File: config.mk
export PLATFORM = sky130hd
export DESIGN_NAME = opendap_ap_mux
export DESIGN_NICKNAME = d
export VERILOG_FILES = /design/src/rtl/opendap_ap_mux.sv
export SDC_FILE = /design/constraint.sdc
export NUM_CORES = 1
export LEC_CHECK = 0
export CAP_MARGIN = 5
export CORE_ASPECT_RATIO = 1.75
export CORE_MARGIN = 3
export CORE_UTILIZATION = 40
export CTS_CLUSTER_SIZE = 28
export DETAILED_ROUTE_END_ITERATION = 16
export MAX_ROUTING_LAYER = met4
export PLACE_DENSITY = 0.88
export RECOVER_POWER = 50
export SLEW_MARGIN = 25
export SYNTH_ARGS = -nofsm -noshare
export SYNTH_HDL_FRONTEND = slang
export SYNTH_SLANG_ARGS = --single-unit
File: constraint.sdc
create_clock -name swclk -period 7.4 [get_ports swclk]
set_input_delay 0.74 -clock swclk [delete_from_list [all_inputs] [get_ports swclk]]
set_output_delay 0.74 -clock swclk [all_outputs]
set_load 0.01 [all_outputs]
File: src/rtl/opendap_ap_mux.sv
// AP access-port mux: routes one DP AP access to N_APS downstream APs and sequences the transfer.
// Optional WAIT timeout with per-AP abort is enabled by defining OPENDAP_AP_MUX_TIMEOUT_EN.
module opendap_ap_mux #(
    parameter int N_APS   = 4,
    parameter int TIMEOUT = 1024
) (
    input  logic                  swclk,
    input  logic                  rst,
    input  logic [7:0]            ap_sel,
    input  logic [5:0]            ap_addr,
    input  logic [31:0]           ap_wdata,
    input  logic                  ap_wen,
    input  logic                  ap_ren,
    input  logic                  ap_abort,
    output logic [31:0]           ap_rdata,
    output logic                  ap_rdy,
    output logic                  ap_err,
    output logic [5:0]            dn_addr,
    output logic [31:0]           dn_wdata,
    output logic [N_APS-1:0]      dn_wen,
    output logic [N_APS-1:0]      dn_ren,
    output logic [N_APS-1:0]      dn_abort,
    input  logic [32*N_APS-1:0]   dn_rdata,
    input  logic [N_APS-1:0]      dn_rdy,
    input  logic [N_APS-1:0]      dn_err
);

    // Handshake: upstream may pulse ap_wen/ap_ren only while ap_rdy is high; ap_rdy dropping
    // acknowledges the request, and ap_rdy rising again marks ap_rdata/ap_err valid. Downstream
    // strobes are single-cycle; the selected AP answers with dn_rdy/dn_err/dn_rdata in WAIT.
    localparam int IW = (N_APS > 1) ? $clog2(N_APS) : 1;

    typedef enum logic [1:0] {IDLE, STROBE, WAIT, ERR} state_t;

    state_t            state, state_d;
    logic [IW-1:0]     idx, idx_d;
    logic              wr, wr_d;
    logic [5:0]        addr_d;
    logic [31:0]       wdata_d, rdata_d;
    logic              rdy_d, err_d;
    logic [N_APS-1:0]  wen_d, ren_d, abort_d;
    logic [N_APS-1:0]  sel_hot, idx_hot;
    logic [31:0]       cur_rdata;
    logic              cur_rdy, cur_err;
    logic              mapped;

`ifdef OPENDAP_AP_MUX_TIMEOUT_EN
    localparam int CW = $clog2(TIMEOUT + 1);
    logic [CW-1:0] tmo_cnt, tmo_cnt_d;
`else
    logic unused_cfg;
    assign unused_cfg = ^32'(TIMEOUT);
`endif

    assign mapped = ({1'b0, ap_sel} < 9'(N_APS));

    // Decode the incoming select and mux the latched AP's response.
    always_comb begin
        sel_hot   = '0;
        idx_hot   = '0;
        cur_rdata = '0;
        cur_rdy   = 1'b0;
        cur_err   = 1'b0;
        for (int i = 0; i < N_APS; i++) begin
            sel_hot[i] = (ap_sel == 8'(i));
            idx_hot[i] = (idx == IW'(i));
            if (idx == IW'(i)) begin
                cur_rdata = dn_rdata[32*i +: 32];
                cur_rdy   = dn_rdy[i];
                cur_err   = dn_err[i];
            end
        end
    end

    always_comb begin
        state_d = state;
        idx_d   = idx;
        wr_d    = wr;
        addr_d  = dn_addr;
        wdata_d = dn_wdata;
        rdata_d = ap_rdata;
        rdy_d   = ap_rdy;
        err_d   = ap_err;
        wen_d   = '0;
        ren_d   = '0;
        abort_d = '0;
`ifdef OPENDAP_AP_MUX_TIMEOUT_EN
        tmo_cnt_d = tmo_cnt;
`endif
        if (ap_abort) begin
            // Abort beats everything, including a request strobe in the same cycle.
            state_d = IDLE;
            rdy_d   = 1'b1;
            err_d   = 1'b0;
            abort_d = '1;
        end else begin
            case (state)
                IDLE: begin
                    if (ap_wen || ap_ren) begin
                        addr_d  = ap_addr;
                        wdata_d = ap_wdata;
                        idx_d   = ap_sel[IW-1:0];
                        wr_d    = ap_wen;
                        err_d   = 1'b0;
                        rdy_d   = 1'b0;
                        if (mapped) begin
                            state_d = STROBE;
                            wen_d   = ap_wen ? sel_hot : '0;
                            ren_d   = ap_wen ? '0 : sel_hot;
                        end else begin
                            state_d = ERR;
                        end
                    end
                end
                STROBE: begin
                    state_d = WAIT;
`ifdef OPENDAP_AP_MUX_TIMEOUT_EN
                    tmo_cnt_d = '0;
`endif
                end
                WAIT: begin
                    if (cur_rdy) begin
                        if (!wr) rdata_d = cur_rdata;
                        err_d   = cur_err;
                        rdy_d   = 1'b1;
                        state_d = IDLE;
                    end
`ifdef OPENDAP_AP_MUX_TIMEOUT_EN
                    else if (tmo_cnt == CW'(TIMEOUT)) begin
                        abort_d = idx_hot;
                        rdata_d = '0;
                        err_d   = 1'b1;
                        rdy_d   = 1'b1;
                        state_d = IDLE;
                    end else begin
                        tmo_cnt_d = tmo_cnt + 1'b1;
                    end
`endif
                end
                ERR: begin
                    rdata_d = '0;
                    err_d   = 1'b1;
                    rdy_d   = 1'b1;
                    state_d = IDLE;
                end
                default: state_d = IDLE;
            endcase
        end
    end

    always_ff @(posedge swclk or posedge rst) begin
        if (rst) begin
            state    <= IDLE;
            idx      <= '0;
            wr       <= 1'b0;
            dn_addr  <= '0;
            dn_wdata <= '0;
            ap_rdata <= '0;
            ap_rdy   <= 1'b1;
            ap_err   <= 1'b0;
            dn_wen   <= '0;
            dn_ren   <= '0;
            dn_abort <= '0;
        end else begin
            state    <= state_d;
            idx      <= idx_d;
            wr       <= wr_d;
            dn_addr  <= addr_d;
            dn_wdata <= wdata_d;
            ap_rdata <= rdata_d;
            ap_rdy   <= rdy_d;
            ap_err   <= err_d;
            dn_wen   <= wen_d;
            dn_ren   <= ren_d;
            dn_abort <= abort_d;
        end
    end

`ifdef OPENDAP_AP_MUX_TIMEOUT_EN
    always_ff @(posedge swclk or posedge rst) begin
        if (rst) tmo_cnt <= '0;
        else     tmo_cnt <= tmo_cnt_d;
    end
`endif

endmodule

* After elaboration in Yosys (flattened, before gate mapping)
Index checks and enable logic that the tools add are counted.
Operators by class: order comparisons 1, equal/unequal tests 13, mux-type cells 38, bitwise gates (word level) 1, reduce and logical (&&, ||, !) cells 10
Operators with widths (count):
- $mux W32 | 6
- $pmux W32 S2 | 1
- $mux W4 | 11
- $eq A8 B2 Y1 const B | 2
- $mux W1 | 13
- $eq A2 B2 Y1 const B | 4
- $eq A8 B1 Y1 const B | 1
- $logic_not A8 Y1 | 1
- $lt A8 B3 Y1 const B | 1
- $mux W2 | 4
- $pmux W2 S4 | 1
- $ne A3 B3 Y1 const B | 2
- $pmux W1 S3 | 2
- $reduce_and A3 Y1 | 2
- $eq A2 B1 Y1 const B | 2
- $logic_not A2 Y1 | 2
- $ne A2 B2 Y1 const B | 2
- $reduce_and A4 Y1 | 1
- $reduce_bool A4 Y1 | 1
- $reduce_and A2 Y1 | 1
- $reduce_bool A2 Y1 | 1
- $logic_or A1 B1 Y1 | 1
- $not A1 Y1 | 1
Storage, ports and cells: flip-flop bits (word level) 89, output and inout port bits 84

* Depth between registers and ports, before layout
Gate-level depths: netlist of run 1.
depth in word-level cells 8, gate-level depth with buffers 7

* Least setup slack after synthesis of run 1
No wires, ideal clock.
kind in2reg, start in ap_wen, end reg ap_err, setup time 125 ps, arrival time 1909 ps, path slack 5366 ps, stages 5, path through clkbuf_1 > nor3b_1 > a221oi_1 > o21ai_0 > mux2_2
Between the ends: word-level cells in the longest chain between the ends 3
RTL lines:
- from (decl) | RTL line 12 | input logic ap_wen,
- $logic_or A1 B1 Y1 | RTL line 99 | if (ap_wen || ap_ren) begin
- $ne A3 B3 Y1 (no source line)
- $reduce_and A3 Y1 (no source line)
- to (signal assigned) | RTL line 172 | ap_err <= err_d;
- to (decl) | RTL line 17 | output logic ap_err,
No other way between the ends. A chain may end at the register's enable or synchronous reset.

* Worst setup path after layout of run 1
start in dn_rdy[1], end reg ap_rdata[15]
Between the ends: word-level cells in the longest chain between the ends 5
RTL lines:
- from (decl) | RTL line 24 | input logic [N_APS-1:0] dn_rdy,
- $mux W1 (3 in a row) | RTL line 67 | if (idx == IW'(i)) begin
- $ne A2 B2 Y1 (no source line)
- $reduce_and A4 Y1 (no source line)
- to (signal assigned) | RTL line 170 | ap_rdata <= rdata_d;
- to (decl) | RTL line 15 | output logic [31:0] ap_rdata,
No other way between the ends.

==> reports/metrics.cfg, run 1 <==
[sta]
max_freq_mhz = 370.5
clock_skew_ns = 0.006327
hold_viol = 0
min_period_over_period = 0.3648
period_minus_slack_ns = 2.699
max-slew-margin-rel = -0.03175
fin_ws_ns = 4.701
rsz0062_at_grt = no
setup_viol = 0
slew_viol_final = 35
worst-slew-pin-transition_ns = 1.539
setup_tns_ns = 0

[clock_tree]
cts.sinks = 86
root_buffer = clkbuf_16
cts_resized = 0
cts_max_level = 3
cts_made_buffers = 9
cts_setup_buffers = 0
clkTransAtPathRegs_ns = 0.06
ctsHoldBuffers = 0
clk_latency_ns = 0.33
cts_tree = done
cts_buffer_depth = 2

[outcome]
status = finished, violations left
violations = capacitance limit, slew limit

[critical_path]
critical_path.max_fanout = 32
start_kind = input pin
r2r_cells = 5
crit_slowest_cell = or4b_2
r2r_start = idx[1]
path_class = input pin to flip-flop
worstPathArrival_ns = 2.94
r2r_slack_ns = 4.84
r2r-end = ap_rdata[15]
critPathMaxStageDelay_ns = 1.06
cp_data_required_time_ns = 7.64
end_kind = flip-flop
crit_path_cell_trace = clkdlybuf4s50_1 -> mux2i_1 -> o22a_1 -> or4b_2 -> o2bb2ai_2

[floorplanning]
design.portCount = 271
die_w_um = 85.92
die_area_um2 = 12530
row_count = 50
fp.dieH_um = 145.9
core_um2 = 10820
start_util = 0.4131

[synth]
ys_seq_elements = 86
async_flop_share = 1.000
ys.warnings.count = 0
synth_edf_count = 0
syn-num-nets = 583
syn_area_um2 = 4471
yosysSeqAreaShare = 0.4817
avgSynthCellArea_um2 = 11.43
synth_ff_type = dfrtp_1
synth_cells = 391
yosys.cell_types.count = 37

[grt]
grt_pass1_vias = 4384
grt_pass1_wl_um = 23220
grt_overflow = 0
grt_usage = 0.2458
grt_max_degree = 54
grt_antenna_before_repair = 0

[final_layout]
num_antenna_cells = 0
mostFrequentLayoutCells = 205 x clkdlybuf4s50_1, 124 x nand2_1, 84 x dfrtp_1
drive_gt1_frac = 0.1391
area.growth.synth_to_final_pct = 69.07
finalNonFillerCells = 784
final_net_count = 841
final_common_cell = clkdlybuf4s50_1

[job]
cap_violations = 1

[hold_path]
whs_path_depth = 2
min_path_type = flip-flop to flip-flop
min_to = dn_wdata[31]
hp-start = dn_wdata[31]

[drt]
drt-pass1-iter-count = 4
routed_wl_um = 14940
drc = 0
drtAntennaViolNets = 0
drt_iter0_markers = 103
vias_per_cell = 5.135
vias = 4026
drt-wirelength-per-cell_um = 19.05

[pwr]
p_per_area_nw_per_um2 = 305.1
peakVddDrop_v = 0.0002017
total_power_w = 0.002306
leakagePower_nw = 3.390

[place]
io_buffer_count = 270
gp_congestion = 0.8407
dp_hpwl_um = 12120
dp_cells = 768
place_ws_ns = 4.352

[cells in the mapped netlist, types with 3 or more instances]
master / count / area share
nor3_1: 3 / 0.0034
nor2_1: 11 / 0.0092
mux2_2: 3 / 0.0076
buf_1: 4 / 0.0034
buf_6: 4 / 0.010
ha_1: 5 / 0.014
buf_2: 8 / 0.0090
dfrtp_1: 85 / 0.48
mux2i_1: 3 / 0.0067
clkbuf_1: 9 / 0.0076
mux4_2: 32 / 0.16
nand2_1: 124 / 0.10
inv_1: 36 / 0.030
nor2b_1: 3 / 0.0042
o2bb2ai_2: 30 / 0.10
buf_4: 3 / 0.0050
[through the flow]
step / hold slack [ns] / instance area, um2 / util
after detailed placement: 0.4666 / 7224 / 0.6675
after CTS: 0.4822 / 7559 / 0.6984
after global routing: 0.5002 / 7559 / 0.6984
after floorplan: 0.4501 / 4471 / -
final: 0.4683 / 7559 / 0.6984
after global placement: 0.4567 / 7224 / 0.6675
[cell families (layout without fill, tap and decap cells)]
kind of cell    after synthesis  in the layout  share of synthesized area
compound gates               43             43                     0.1215
fa+ha+maj                     5              5                    0.01399
buf+inv                      64            327                    0.06521
flops                        86             86                     0.4817
mux                          38             38                     0.1755
simple gates                155            155                     0.1422
[flip-flops by register name, indices dropped and copies added, names as in the netlist]
signal and flops:
dn_abort 1, idx 2, dn_ren 4, ap_rdata 32, dn_wdata 32, dn_wen 4, wr 1, state 2
ap_err 1, dn_addr 6, ap_rdy 1
[per-layer routing]
layer  global-route usage  wire length (um)  up-vias
met5                    -                 0        -
met4              0.09033               451        0
met3              0.05042              1167       26
met2               0.4192              7887      198
met1               0.2802              5432     1949
li1                     -                 -     1853
[critical path: cells and delay by family]
family | cells | cell delay (ns)
AO/OA/AOI/OAI | 2 | 0.51
buffers and inverters | 1 | 0.49
multiplexers | 1 | 0.12
AND/OR/NAND/NOR | 1 | 1.06
[worst max-delay path by stage]
| stage | start | end | depth (start not counted) |
|---|---|---|---|
| floorplan | rst | ap_err | 1 |
| global placement | dn_rdy[1] | ap_rdata[3] | 5 |
| detailed placement | dn_rdy[1] | ap_rdata[15] | 5 |
| CTS | dn_rdy[1] | ap_rdata[13] | 5 |
| global route | rst | idx[0] | 3 |
| finish | dn_rdy[1] | ap_rdata[15] | 5 |
[cell type report]
cell class | instances | area, um2
multi-input combinational | 241 | 2031
clock buffer | 12 | 256.5
fill | 794 | 3264
timing repair buffer | 275 | 2740
clock inverter | 4 | 77.57
inverter | 36 | 136.4
tap | 130 | 162.7
sequential | 86 | 2155
[where the power goes]
| part | internal, W | switching, W |
|---|---|---|
| Combinational | 0.000573 | 0.000524 |
| Sequential | 0.000620 | 0.0000945 |
| Clock | 0.000316 | 0.000179 |
(Power assumes the default switching activity.)
==> run 2, diff against run 1 <==
--- a/config.mk
+++ b/config.mk
@@ -8,11 +8,11 @@
 export CAP_MARGIN = 5
 export CORE_ASPECT_RATIO = 1.75
 export CORE_MARGIN = 3
-export CORE_UTILIZATION = 40
+export CORE_UTILIZATION = 38
 export CTS_CLUSTER_SIZE = 28
 export DETAILED_ROUTE_END_ITERATION = 16
 export MAX_ROUTING_LAYER = met4
-export PLACE_DENSITY = 0.88
+export PLACE_DENSITY = 0.85
 export RECOVER_POWER = 50
 export SLEW_MARGIN = 25
 export SYNTH_ARGS = -nofsm -noshare
==> constraint.sdc (replaced) <==
create_clock -name swclk -period 2.5 [get_ports swclk]
set_input_delay 0.25 -clock swclk [delete_from_list [all_inputs] [get_ports swclk]]
set_output_delay 0.25 -clock swclk [all_outputs]
set_load 0.01 [all_outputs]
==> run 2 against run 1 <==
Effect of this change:
- the run now ends clean
- die area rose by 5.0%
- utilization fell by 2.6 points
- clock skew rose by 0.0022 ns
- via count fell by 0.72%
- sequential power rose to 3.0 times the previous value
- clock power rose to 2.9 times the previous value
- non-clock buffer count rose by 4
- count of clock-buffer cells in the layout rose by 1
- final cell count rose by 0.77%
- combinational power rose to 3.0 times the previous value
- largest cell class unchanged
==> reports/metrics.cfg, run 2 (synthesized netlist as in run 1, its figures left out) <==
[sta]
hold_viol = 0
clock_skew_ns = 0.008556
max-slew-margin-rel = 0.2190
setup_tns_ns = 0
min_period_over_period = 0.8257
max_freq_mhz = 484.4
setup_viol = 0
period_minus_slack_ns = 2.064
rsz0062_at_grt = no
slew_viol_final = 0
worst-slew-pin-transition_ns = 1.172

[critical_path]
critPathMaxStageDelay_ns = 0.63
critical_path.max_fanout = 26
worstPathArrival_ns = 2.31
r2r_cells = 5
crit_slowest_cell = or4b_2
critPathTopFamily = simple AND/OR/NAND/NOR gates
r2r_start = idx[0]
r2r_slack_ns = 0.44
r2r-end = ap_rdata[4]
start_kind = flip-flop
cp_data_required_time_ns = 2.75
crit_path_cell_trace = mux2i_1 -> o22a_1 -> or4b_2 -> buf_4 -> o2bb2ai_1
path_class = flip-flop to flip-flop
cp_num_buf_inv = 1
end_kind = flip-flop

[drt]
drt_iter0_markers = 109
drtAntennaViolNets = 0
vias = 3997
drt-pass1-iter-count = 5
routed_wl_um = 14640
drt-wirelength-per-cell_um = 18.53
vias_per_cell = 5.059
drc = 0

[hold_path]
hp-start = ap_wdata[13]
min_path_type = input pin to flip-flop
min_to = dn_wdata[13]
whs_path_depth = 3

[grt]
grt_pass1_wl_um = 22130
grt_pass1_vias = 4405
grt_usage = 0.2261
grt_max_degree = 87
grt_overflow = 0
grt_antenna_before_repair = 0

[floorplanning]
fp.dieH_um = 149.5
start_util = 0.3958
die_w_um = 87.99
design.portCount = 271
die_area_um2 = 13150
core_um2 = 11290
row_count = 51

[final_layout]
num_antenna_cells = 0
drive_gt1_frac = 0.1413
final_common_cell = clkdlybuf4s50_1
largestRegisters = ap_rdata (32), dn_wdata (32), dn_addr (6)
mostFrequentLayoutCells = 227 x clkdlybuf4s50_1, 124 x nand2_1, 84 x dfrtp_1
final.fill_count = 847
final_net_count = 845
final_util = 0.6724
area.growth.synth_to_final_pct = 69.89

[place]
dp_hpwl_um = 11800
gp_congestion = 0.7868
io_buffer_count = 270

[clock_tree]
cts.sinks = 86
clkTransAtPathRegs_ns = 0.06
cts_max_level = 3
cts_made_buffers = 9
cts_setup_buffers = 0
root_buffer = clkbuf_16
cts_buffer_depth = 2
cts_tree = done
cts_resized = 0
ctsHoldBuffers = 0
clk_latency_ns = 0.33

[pwr]
p_int_w = 0.004514
p_switching_w = 0.002346
peakVddDrop_v = 0.0007546
seqPwrFrac = 0.308
clkPwrFrac = 0.206
p_per_area_nw_per_um2 = 903.4
power_frac_comb = 0.486
leakagePower_nw = 3.354
sw_frac_of_total = 0.3420

[job]
cap_violations = 0

[outcome]
status = complete, no violations

-- run 2: changes by cell type in the layout (fill, tap and decap cells not counted), sizes merged --
cell	before	now
clkdlybuf4s50	205	227
dlygate4sd3	65	43
buf	5	8
clkbuf	12	14
clkinv	1	0
clkinvlp	1	2
inv	36	35
-- run 2: power by group through the flow --
stage	registers [W]	logic [W]	clock network [W]
6_report	0.00211	0.00334	0.00142
5_1_grt	0.00217	0.00362	0.00151
4_1_cts	0.00212	0.00349	0.00145
3_5_place_dp	0.00214	0.00346	0
3_3_place_gp	0.00212	0.00334	0
2_1_floorplan	0.00228	0.00175	0
-- run 2: metal layers --
| layer | part of all wire | track usage |
|---|---|---|
| met2 | 0.55 | 0.4116 |
| met5 | 0 | - |
| met3 | 0.089 | 0.05620 |
| met1 | 0.35 | 0.2367 |
| met4 | 0.017 | 0.06298 |
-- run 2: worst max path at each step --
stage                     slack (ns)  depth (start not counted)       from     endpoint
after floorplan                 0.03                          1        rst       ap_err
final                           0.44                          5     idx[0]  ap_rdata[4]
after detailed placement        0.21                          6  dn_rdy[2]  ap_rdata[4]
after global placement          0.30                          6  dn_rdy[3]  ap_rdata[4]
after global routing            0.34                          5     idx[0]  ap_rdata[4]
after CTS                       0.43                          5     idx[0]  ap_rdata[4]
-- run 2: worst min-delay path: cells and delay by family --
family        cells  cell delay [ns]
buf+inv           1             0.39
simple gates      2             0.10
-- run 2: cell type report --
type | instances | area, um2 | share of cell area
multi-input combinational | 241 | 2038 | 0.2684
tap | 132 | 165.2 | 0.02175
sequential | 86 | 2155 | 0.2837
clock inverter | 3 | 67.56 | 0.008896
clock buffer | 13 | 250.2 | 0.03295
inverter | 36 | 136.4 | 0.01796
timing repair buffer | 279 | 2783 | 0.3664
-- run 2: stage by stage --
stage	power (W)	instance area, um2	worst slack (ns)	hold WS, ns	instances
2_1_floorplan	0.004024	4471	0.02981	0.2814	391
3_3_place_gp	0.005456	7289	0.2987	0.4563	774
3_5_place_dp	0.005603	7289	0.2129	0.4617	774
4_1_cts	0.007055	7607	0.4346	0.3628	790
5_1_grt	0.007305	7595	0.3437	0.4338	790
6_report	0.006861	7595	0.4357	0.4407	790
==> run 3, diff against run 2 <==
==> constraint.sdc (replaced) <==
create_clock -name swclk -period 2.05 [get_ports swclk]
set_input_delay 0.205 -clock swclk [delete_from_list [all_inputs] [get_ports swclk]]
set_output_delay 0.205 -clock swclk [all_outputs]
set_load 0.01 [all_outputs]
==> run 3 against run 2 <==
Effect of this change:
- die area did not move
- wire length rose by 3.3%
- first-iteration DRC count rose by 20%
- fmax rose by 8.7%
- clock skew rose by 0.00074 ns
- non-clock buffer count rose by 9
- total power rose by 25%
- largest cell class unchanged
- largest power group unchanged
- highest routed layer unchanged
==> reports/metrics.cfg, run 3 (synthesized netlist as in run 1, its figures left out) <==
[grt]
grt_overflow = 0
grt_usage = 0.2309
grt_antenna_before_repair = 0
grt_util_met2 = 0.4052
grt_max_degree = 39
met3_usage = 0.04904
grt_pass1_wl_um = 22600
busiest_layer = met2
grt_pass1_vias = 4415
met1_usage = 0.2505

[pwr]
leakagePower_nw = 3.433
clkPwrFrac = 0.211
peakVddDrop_v = 0.0006404
total_power_w = 0.008589
seqPwrFrac = 0.301
p_switching_w = 0.002918
sw_frac_of_total = 0.3397
p_per_area_nw_per_um2 = 1109
p_int_w = 0.005671
power_frac_comb = 0.488

[clock_tree]
clkTransAtPathRegs_ns = 0.06
root_buffer = clkbuf_16
cts.sinks = 86
ctsHoldBuffers = 0
clk_latency_ns = 0.33
cts_made_buffers = 9
cts_setup_buffers = 0
cts_max_level = 3
cts_buffer_depth = 2
cts_tree = done

[sta]
setup_viol = 0
worst-slew-pin-transition_ns = 0.7815
max-slew-margin-rel = 0.4790
fin_ws_ns = 0.1513
hold_viol = 0
rsz0062_at_grt = no
period_minus_slack_ns = 1.899
slew_viol_final = 0
clock_skew_ns = 0.009296
min_period_over_period = 0.9262
holdWs_ns = 0.3980
max_freq_mhz = 526.7

[drt]
drt-pass1-iter-count = 5
drt-wirelength-per-cell_um = 18.93
drc = 0
vias = 4031
drtAntennaViolNets = 0
drt_iter0_markers = 131
routed_wl_um = 15130
vias_per_cell = 5.045

[place]
place_ws_ns = -0.08255
io_buffer_count = 270
dp_hpwl_um = 12120
dpl-instance-area_um2 = 7407
gp_congestion = 0.7888

[final_layout]
final_net_count = 854
final_common_cell = clkdlybuf4s50_1
drive_gt1_frac = 0.1544
area.growth.synth_to_final_pct = 73.19
final.fill_count = 857
num_antenna_cells = 0
largestRegisters = ap_rdata (32), dn_wdata (32), dn_addr (6)
mostFrequentLayoutCells = 229 x clkdlybuf4s50_1, 124 x nand2_1, 84 x dfrtp_1
postLayoutCellArea_um2 = 7742

[floorplanning]
design.portCount = 271
fp.dieH_um = 149.5
row_count = 51
core_um2 = 11290
start_util = 0.3958
die_area_um2 = 13150
die_w_um = 87.99

[critical_path]
end_kind = flip-flop
worstPathArrival_ns = 2.12
start_kind = flip-flop
critical_path.max_fanout = 7
crit_path_cell_trace = inv_1 -> ha_1 -> and2_1 -> a221oi_2 -> o21ai_0 -> mux2_2
critPathMaxStageDelay_ns = 0.40
cp_data_required_time_ns = 2.27
crit_slowest_cell = dfrtp_1
path_class = flip-flop to flip-flop

[outcome]
status = complete, no violations

[job]
cap_violations = 0

[hold_path]
min_path_type = input pin to flip-flop

[run 3: cell count changes in the layout (fill, tap and decap cells not counted), moves of 2 or more]
cell             previous run  this run
buf_12                      1         5
clkbuf_2                    0         2
clkbuf_8                    1         3
clkdlybuf4s50_1           227       229
clkinv_4                    0         2
dlygate4sd3_1              43        41
[run 3: final cells by class]
type / count / area, um2 / area share
inverter: 36 / 136.4 / 0.01761
multi-input combinational: 241 / 2041 / 0.2636
clock buffer: 12 / 266.5 / 0.03442
sequential: 86 / 2155 / 0.2783
timing repair buffer: 288 / 2902 / 0.3748
clock inverter: 4 / 77.57 / 0.01002
tap: 132 / 165.2 / 0.02133
[run 3: metal layers]
metal	wire, um	vias up
met5	0	-
met4	457	0
met1	5131	1936
met3	1303	31
met2	8234	194
li1	-	1870
[run 3: timing repair]
| action | 4_1_cts | 5_1_grt |
|---|---|---|
| endpoints found under the hold margin | 0 | 0 |
| endpoints found under the setup margin | 0 | 11 |
| resized for setup | 0 | 2 |
[run 3: final timing paths]
kind	endpoint	cells past startpoint	startpoint	slack, ns
worst max register to register	ap_err	6	state[0]	0.15
worst max-delay path	ap_err	6	state[0]	0.15
worst min register to register	dn_wdata[9]	2	dn_wdata[9]	0.47
min in group asynchronous	wr	2	rst	0.42
max in group asynchronous	ap_rdata[18]	3	rst	0.46
worst min-delay path	dn_wdata[30]	3	ap_wdata[30]	0.40
[run 3: metrics by stage]
step,util,TNS (ns),cells
after floorplan,-,0,391
after global placement,0.6558,-0.8724,782
after detailed placement,0.6558,-1.645,782
after CTS,0.6863,0,798
after global routing,0.6855,0,799
final,0.6855,0,799
[run 3: worst max-delay path, delay by kind of cell (launching register included)]
| family | cells | cell delay, ns |
|---|---|---|
| buffers and inverters | 1 | 0.10 |
| AOI/OAI and AO/OA | 2 | 0.50 |
| DFF | 1 | 0.40 |
| and+or+nand+nor | 1 | 0.22 |
| adders and majority gates | 1 | 0.27 |
| muxes | 1 | 0.29 |
[run 3: power groups by stage]
stage / sequential, W / combinational (W) / clock, W
final: 0.00259 / 0.00419 / 0.00181
after global routing: 0.00265 / 0.00452 / 0.00192
after CTS: 0.00260 / 0.00434 / 0.00185
after detailed placement: 0.00261 / 0.00432 / 0
after global placement: 0.00259 / 0.00418 / 0
after floorplan: 0.00278 / 0.00213 / 0
